===== src/rtl/ins_ram_writer.sv =====
`timescale 1ns/1ps
// ins_ram_writer
// Loads the instruction RAM from a 32-bit host stream. Consecutive beats are
// assembled into one INS_W-bit instruction word (beat k -> bits
// [k*BEAT_W +: BEAT_W], so beat 0 carries the opcode in [7:0]). Each completed
// word is written to sequential RAM addresses starting at base_addr. The
// address wraps from DEPTH-1 to 0.
//
// Ports
//   clk, rstn            clock (rising edge), asynchronous active-low reset
//   start                one-cycle pulse, accepted only while idle
//   base_addr, n_ins     first RAM address and instruction count
//   s_tdata/s_tvalid/
//   s_tready/s_tlast     beat stream; tlast marks the last beat of the load
//   ram_wen/ram_waddr/
//   ram_wdata            instruction RAM write port
//   busy                 high whenever not idle
//   done                 one-cycle pulse when the load finishes
//   err                  sticky tlast-mismatch flag, cleared by next start
//   n_written            instructions written in the current load
//
// state   | meaning
// --------+-----------------------------------------------------------
// IDLE    | waiting for start
// COLLECT | accepting beats into the assembly register
// WRITE   | one-cycle RAM write of the assembled word
// FIN     | done pulse (held one extra cycle first for a zero-count load)

module ins_ram_writer #(
    parameter int INS_W  = 512,
    parameter int BEAT_W = 32,
    parameter int DEPTH  = 1024,
    parameter int AW     = $clog2(DEPTH)
) (
    input  logic              clk,
    input  logic              rstn,
    input  logic              start,
    input  logic [AW-1:0]     base_addr,
    input  logic [15:0]       n_ins,
    input  logic [BEAT_W-1:0] s_tdata,
    input  logic              s_tvalid,
    output logic              s_tready,
    input  logic              s_tlast,
    output logic              ram_wen,
    output logic [AW-1:0]     ram_waddr,
    output logic [INS_W-1:0]  ram_wdata,
    output logic              busy,
    output logic              done,
    output logic              err,
    output logic [15:0]       n_written
);

    localparam int N_BEATS = INS_W / BEAT_W;
    localparam int BW      = (N_BEATS > 1) ? $clog2(N_BEATS) : 1;

    typedef enum logic [1:0] {
        S_IDLE,
        S_COLLECT,
        S_WRITE,
        S_FIN
    } state_t;

    state_t             state_q, state_d;
    logic [AW-1:0]      addr_q;
    logic [15:0]        remaining_q;
    logic [15:0]        n_written_q;
    logic               err_q;
    logic [BW-1:0]      beat_q;
    logic [INS_W-1:0]   word_q;
    logic               zero_wait_q;

    logic start_acc;
    logic beat_hs;
    logic last_beat;
    logic final_ins;

    assign start_acc = (state_q == S_IDLE) && start;
    assign beat_hs   = (state_q == S_COLLECT) && s_tvalid;
    assign last_beat = (beat_q == BW'(N_BEATS - 1));
    assign final_ins = (remaining_q == 16'd1);

    always_ff @(posedge clk or negedge rstn) begin
        if (!rstn) begin
            state_q <= S_IDLE;
        end else begin
            state_q <= state_d;
        end
    end

    always_comb begin
        state_d = state_q;
        case (state_q)
            S_IDLE: begin
                if (start) begin
                    state_d = (n_ins == 16'd0) ? S_FIN : S_COLLECT;
                end
            end
            S_COLLECT: begin
                if (s_tvalid && last_beat) begin
                    state_d = S_WRITE;
                end
            end
            S_WRITE: begin
                state_d = final_ins ? S_FIN : S_COLLECT;
            end
            S_FIN: begin
                // A zero-count load spends one silent cycle here so done
                // lands two cycles after start.
                if (!zero_wait_q) begin
                    state_d = S_IDLE;
                end
            end
            default: state_d = S_IDLE;
        endcase
    end

    always_ff @(posedge clk or negedge rstn) begin
        if (!rstn) begin
            addr_q      <= '0;
            remaining_q <= '0;
            n_written_q <= '0;
            err_q       <= 1'b0;
            beat_q      <= '0;
            word_q      <= '0;
            zero_wait_q <= 1'b0;
        end else begin
            if (start_acc) begin
                addr_q      <= base_addr;
                remaining_q <= n_ins;
                n_written_q <= '0;
                err_q       <= 1'b0;
                beat_q      <= '0;
                zero_wait_q <= (n_ins == 16'd0);
            end

            if (beat_hs) begin
                word_q[beat_q*BEAT_W +: BEAT_W] <= s_tdata;
                if (!last_beat) begin
                    beat_q <= beat_q + 1'b1;
                end
                // tlast is legal only on the final beat of the final word,
                // and required there; any other combination is an error.
                if (s_tlast != (last_beat && final_ins)) begin
                    err_q <= 1'b1;
                end
            end

            if (state_q == S_WRITE) begin
                addr_q      <= (addr_q == AW'(DEPTH - 1)) ? '0 : addr_q + 1'b1;
                remaining_q <= remaining_q - 16'd1;
                n_written_q <= n_written_q + 16'd1;
                beat_q      <= '0;
            end

            if (state_q == S_FIN) begin
                zero_wait_q <= 1'b0;
            end
        end
    end

    assign s_tready  = (state_q == S_COLLECT);
    assign ram_wen   = (state_q == S_WRITE);
    assign ram_waddr = addr_q;
    assign ram_wdata = word_q;
    assign busy      = (state_q != S_IDLE);
    assign done      = (state_q == S_FIN) && !zero_wait_q;
    assign err       = err_q;
    assign n_written = n_written_q;

endmodule


===== config.mk =====
export PLATFORM = sky130hd
export DESIGN_NAME = ins_ram_writer
export DESIGN_NICKNAME = d
export VERILOG_FILES = /design/src/rtl/ins_ram_writer.sv
export SDC_FILE = /design/constraint.sdc
export NUM_CORES = 1
export LEC_CHECK = 0
export CAP_MARGIN = 20
export CORE_ASPECT_RATIO = 0.75
export CORE_MARGIN = 5
export CORE_UTILIZATION = 35
export CTS_CLUSTER_DIAMETER = 200
export DETAILED_ROUTE_END_ITERATION = 10
export PLACE_DENSITY_LB_ADDON = 0.25
export REMOVE_ABC_BUFFERS = 1
export SETUP_SLACK_MARGIN = 0.5
export SKIP_CTS_REPAIR_TIMING = 1
export SYNTH_ARGS = -nofsm -noshare
export SYNTH_HDL_FRONTEND = slang
export SYNTH_SLANG_ARGS = --single-unit
export TNS_END_PERCENT = 1

===== constraint.sdc =====
create_clock -name clk -period 8.1 [get_ports clk]
set_input_delay 1.215 -clock clk [delete_from_list [all_inputs] [get_ports clk]]
set_output_delay 1.215 -clock clk [all_outputs]
set_load 0.02 [all_outputs]

==> impl_metrics.toml <==
[status]
status = "finished, final reports clean"

[global_route]
grt_pass1_vias = 19490
antenna_found_initial = 1
grt_pass1_wl_um = 125000
grt-ovfl-total = 0
grt_max_degree = 176
grt_util_all_layers_pct = 22.8

[synthesis]
synth_top_area_share_pct = 61.8
synth_edf_count = 0
synth_cell_type_count = 56
postSynthAreaPerCell_um2 = 9.42
ys_ff_latch = 562
synth_most_common_cell = "nand2_1"
yosysWarnings = 0
synth_compound_area_share_pct = 13.5
syn-cell-area_um2 = 22800
ys.flop_type = "dfrtp_1"
synth_top_family_by_area = "simple AND/OR/NAND/NOR gates"
seq_area_frac_synth_pct = 61.8
synth_xor_xnor_area_share_pct = 0.154
synth.area.mux_share_pct = 1.72
synth_area_leaders = "dfrtp_1 (62%), o21ai_0 (11%), nand2_1 (10%)"
synth_commonest_cells = "nand2_1 (632), dfrtp_1 (562), o21ai_0 (490)"
synth_fa_ha_area_share_pct = 0.495
yosys.area_share.simple_pct = 16.6
synth_area_leader_cell = "dfrtp_1"
postSynthCellCount = 2415
synthArstFlopShare_pct = 100

[floorplanning]
die-area_um2 = 70300
die_w_um = 304
core_region_area_um2 = 64800
die_y_um = 231
ios = 606
num_rows = 81
start_util_pct = 35.1

[timing]
slew-limit-headroom_pct = 25.5
final_max_slew_viol_count = 0
layout_min_cycle_time_ns = 4.27
fmax_mhz = 234
skew_ns = 0.0223
setup_tns_ns = 0
hold_viol = 0
setup_viol = 0
grt_setup_unrepaired = "no"
fin_crit_sh_pct = 52.7
tightest_slew_ns = 1.11

[cts]
clk_latency_ns = 0.62
cts_tree = "built"
clk_pin_slew_ns = 0.06
root_buffer = "clkbuf_16"
numCtsBuffers = 56
clockBufferDepth = 3
clock-sinks = 562
htreeDepth = 2

[critical_path]
critical_path_arrival_ns = 4.78
cp_max_fo = 67
required_ns = 8.62
r2r_setup_slack_ns = 3.83
crit_path_start_kind = "flip-flop"
critPathKind = "flip-flop to flip-flop"
worstSetupEndpointType = "flip-flop"

[worst_hold_path]
hold_path_class = "flip-flop to flip-flop"

[pwr]
peakVddDrop_mv = 0.214
power.density_nw_per_um2 = 417
power.total_w = 0.0131
power_leakage_nw = 13.6

[finish]
instances_no_fill = 3828
syn_to_final_growth_pct = 37.8
num-fill-cells = 5905
register_area_um2 = 14100
drive_gt1_share_pct = 4.91
final_nets = 2986
multi_input_area_um2 = 7480
utilization_pct = 48.4

[detailed_routing]
vias_per_cell = 5.11
drtIter0Drc = 1267
wl_per_cell_um = 21.7
vias = 19566
wl_um = 83300
ant_nets = 0
drtPass1Iterations = 6
drc = 0

[run]
maxCapViolations = 0

[place]
dp_cells = 3727
routabilityCongestion = 0.845
io_buffers = 605
dp_hpwl_um = 56900
==> layout by cell type, fill, tap and decap left out, types with 4 or more instances in the layout <==
master | Yosys | routed
mux2i_1 | 39 | 39
inv_1 | 142 | 142
clkinv_2 | 0 | 9
ha_1 | 9 | 9
clkdlybuf4s50_1 | 0 | 604
nor4_1 | 8 | 8
o311ai_0 | 4 | 4
nand2_2 | 0 | 4
buf_4 | 4 | 27
and3_1 | 6 | 6
buf_12 | 0 | 4
o21ai_0 | 490 | 490
nor3_1 | 14 | 11
o211ai_1 | 9 | 9
a221o_1 | 4 | 4
clkbuf_1 | 166 | 16
a31oi_1 | 7 | 7
clkbuf_16 | 0 | 56
bufinv_16 | 0 | 4
nor2_1 | 30 | 29
clkbuf_8 | 0 | 10
nand2_1 | 632 | 628
dfrtp_1 | 562 | 562
nand3_1 | 125 | 120
nand4_1 | 51 | 51
o31ai_1 | 15 | 15
a21oi_1 | 17 | 17
o21ai_1 | 8 | 8
==> routing by layer <==
| layer | up-vias | part of all wire (%) | global-route usage, % |
|---|---|---|---|
| li1 | 9006 | - | - |
| met5 | - | 0 | 0 |
| met1 | 9620 | 42 | 29.8 |
| met3 | 157 | 7.9 | 6.11 |
| met4 | 0 | 3.7 | 7.66 |
| met2 | 783 | 47 | 37.0 |
==> critical path, stage by stage (launching register included) <==
cell	delay (ns)
dfrtp_1	0.75
inv_1	0.31
ha_1	0.41
xor2_4	0.70
and2_2	0.26
buf_4	0.58
and4_2	0.32
buf_4	0.51
nand4_1	0.17
o21ai_0	0.13
==> power breakdown <==
group	switching, W	total, W	internal (W)
combinational	0.00370	0.00597	0.00227
sequential	0.000689	0.00449	0.00380
clock	0.00112	0.00262	0.00150
total	0.00551	0.0131	0.00757
==> path summary, 6_finish.rpt <==
path                                     start             end  cells after the start
worst min-delay path            ram_wdata[376]  ram_wdata[376]                      2
max in group asynchronous                 rstn   ram_wdata[65]                      3
min in group asynchronous                 rstn   ram_wdata[35]                      1
worst max-delay path                 beat_q[0]  ram_wdata[275]                      9
worst min register to register  ram_wdata[376]  ram_wdata[376]                      2
worst max register to register       beat_q[0]  ram_wdata[275]                      9
==> through the flow <==
| step | worst slack [ns] | instance area [µm²] | hold slack, ns |
|---|---|---|---|
| 2_1_floorplan | 0.537 | 22000 | 0.479 |
| 3_3_place_gp | 4.07 | 29500 | 0.461 |
| 3_5_place_dp | 3.90 | 29500 | 0.469 |
| 4_1_cts | 3.88 | 31300 | 0.482 |
| 5_1_grt | 3.60 | 31300 | 0.496 |
| 6_report | 3.83 | 31300 | 0.476 |
==> final cells by class <==
| cell class | instances | share of cell area, % |
|---|---|---|
| Antenna cell | 1 | 0.00798 |
| Clock buffer | 82 | 5.10 |
| Clock inverter | 18 | 0.723 |
| Inverter | 143 | 1.71 |
| Multi-Input combinational cell | 1515 | 23.9 |
| Sequential cell | 562 | 44.9 |
| Tap cell | 871 | 3.48 |
| Timing Repair Buffer | 636 | 20.2 |
==> sequential cells by signal, summed over array words and instances, names as in the netlist <==
register     cells
n_written       16
ram_waddr       10
remaining_q     16
err              1
beat_q           4
state_q          2
zero_wait_q      1
ram_wdata      512
==> kinds of logic (layout without fill, tap and decap cells) <==
logic type / after synthesis / after routing
buffers and inverters: 338 / 879
adder cells (fa/ha/maj): 9 / 9
other: 0 / 1
AND/OR/NAND/NOR: 891 / 891
AO/OA/AOI/OAI: 572 / 572
XOR/XNOR: 4 / 4
multiplexers: 39 / 39
flip-flops: 562 / 562
No activity file was read; power rests on OpenSTA's default activity.
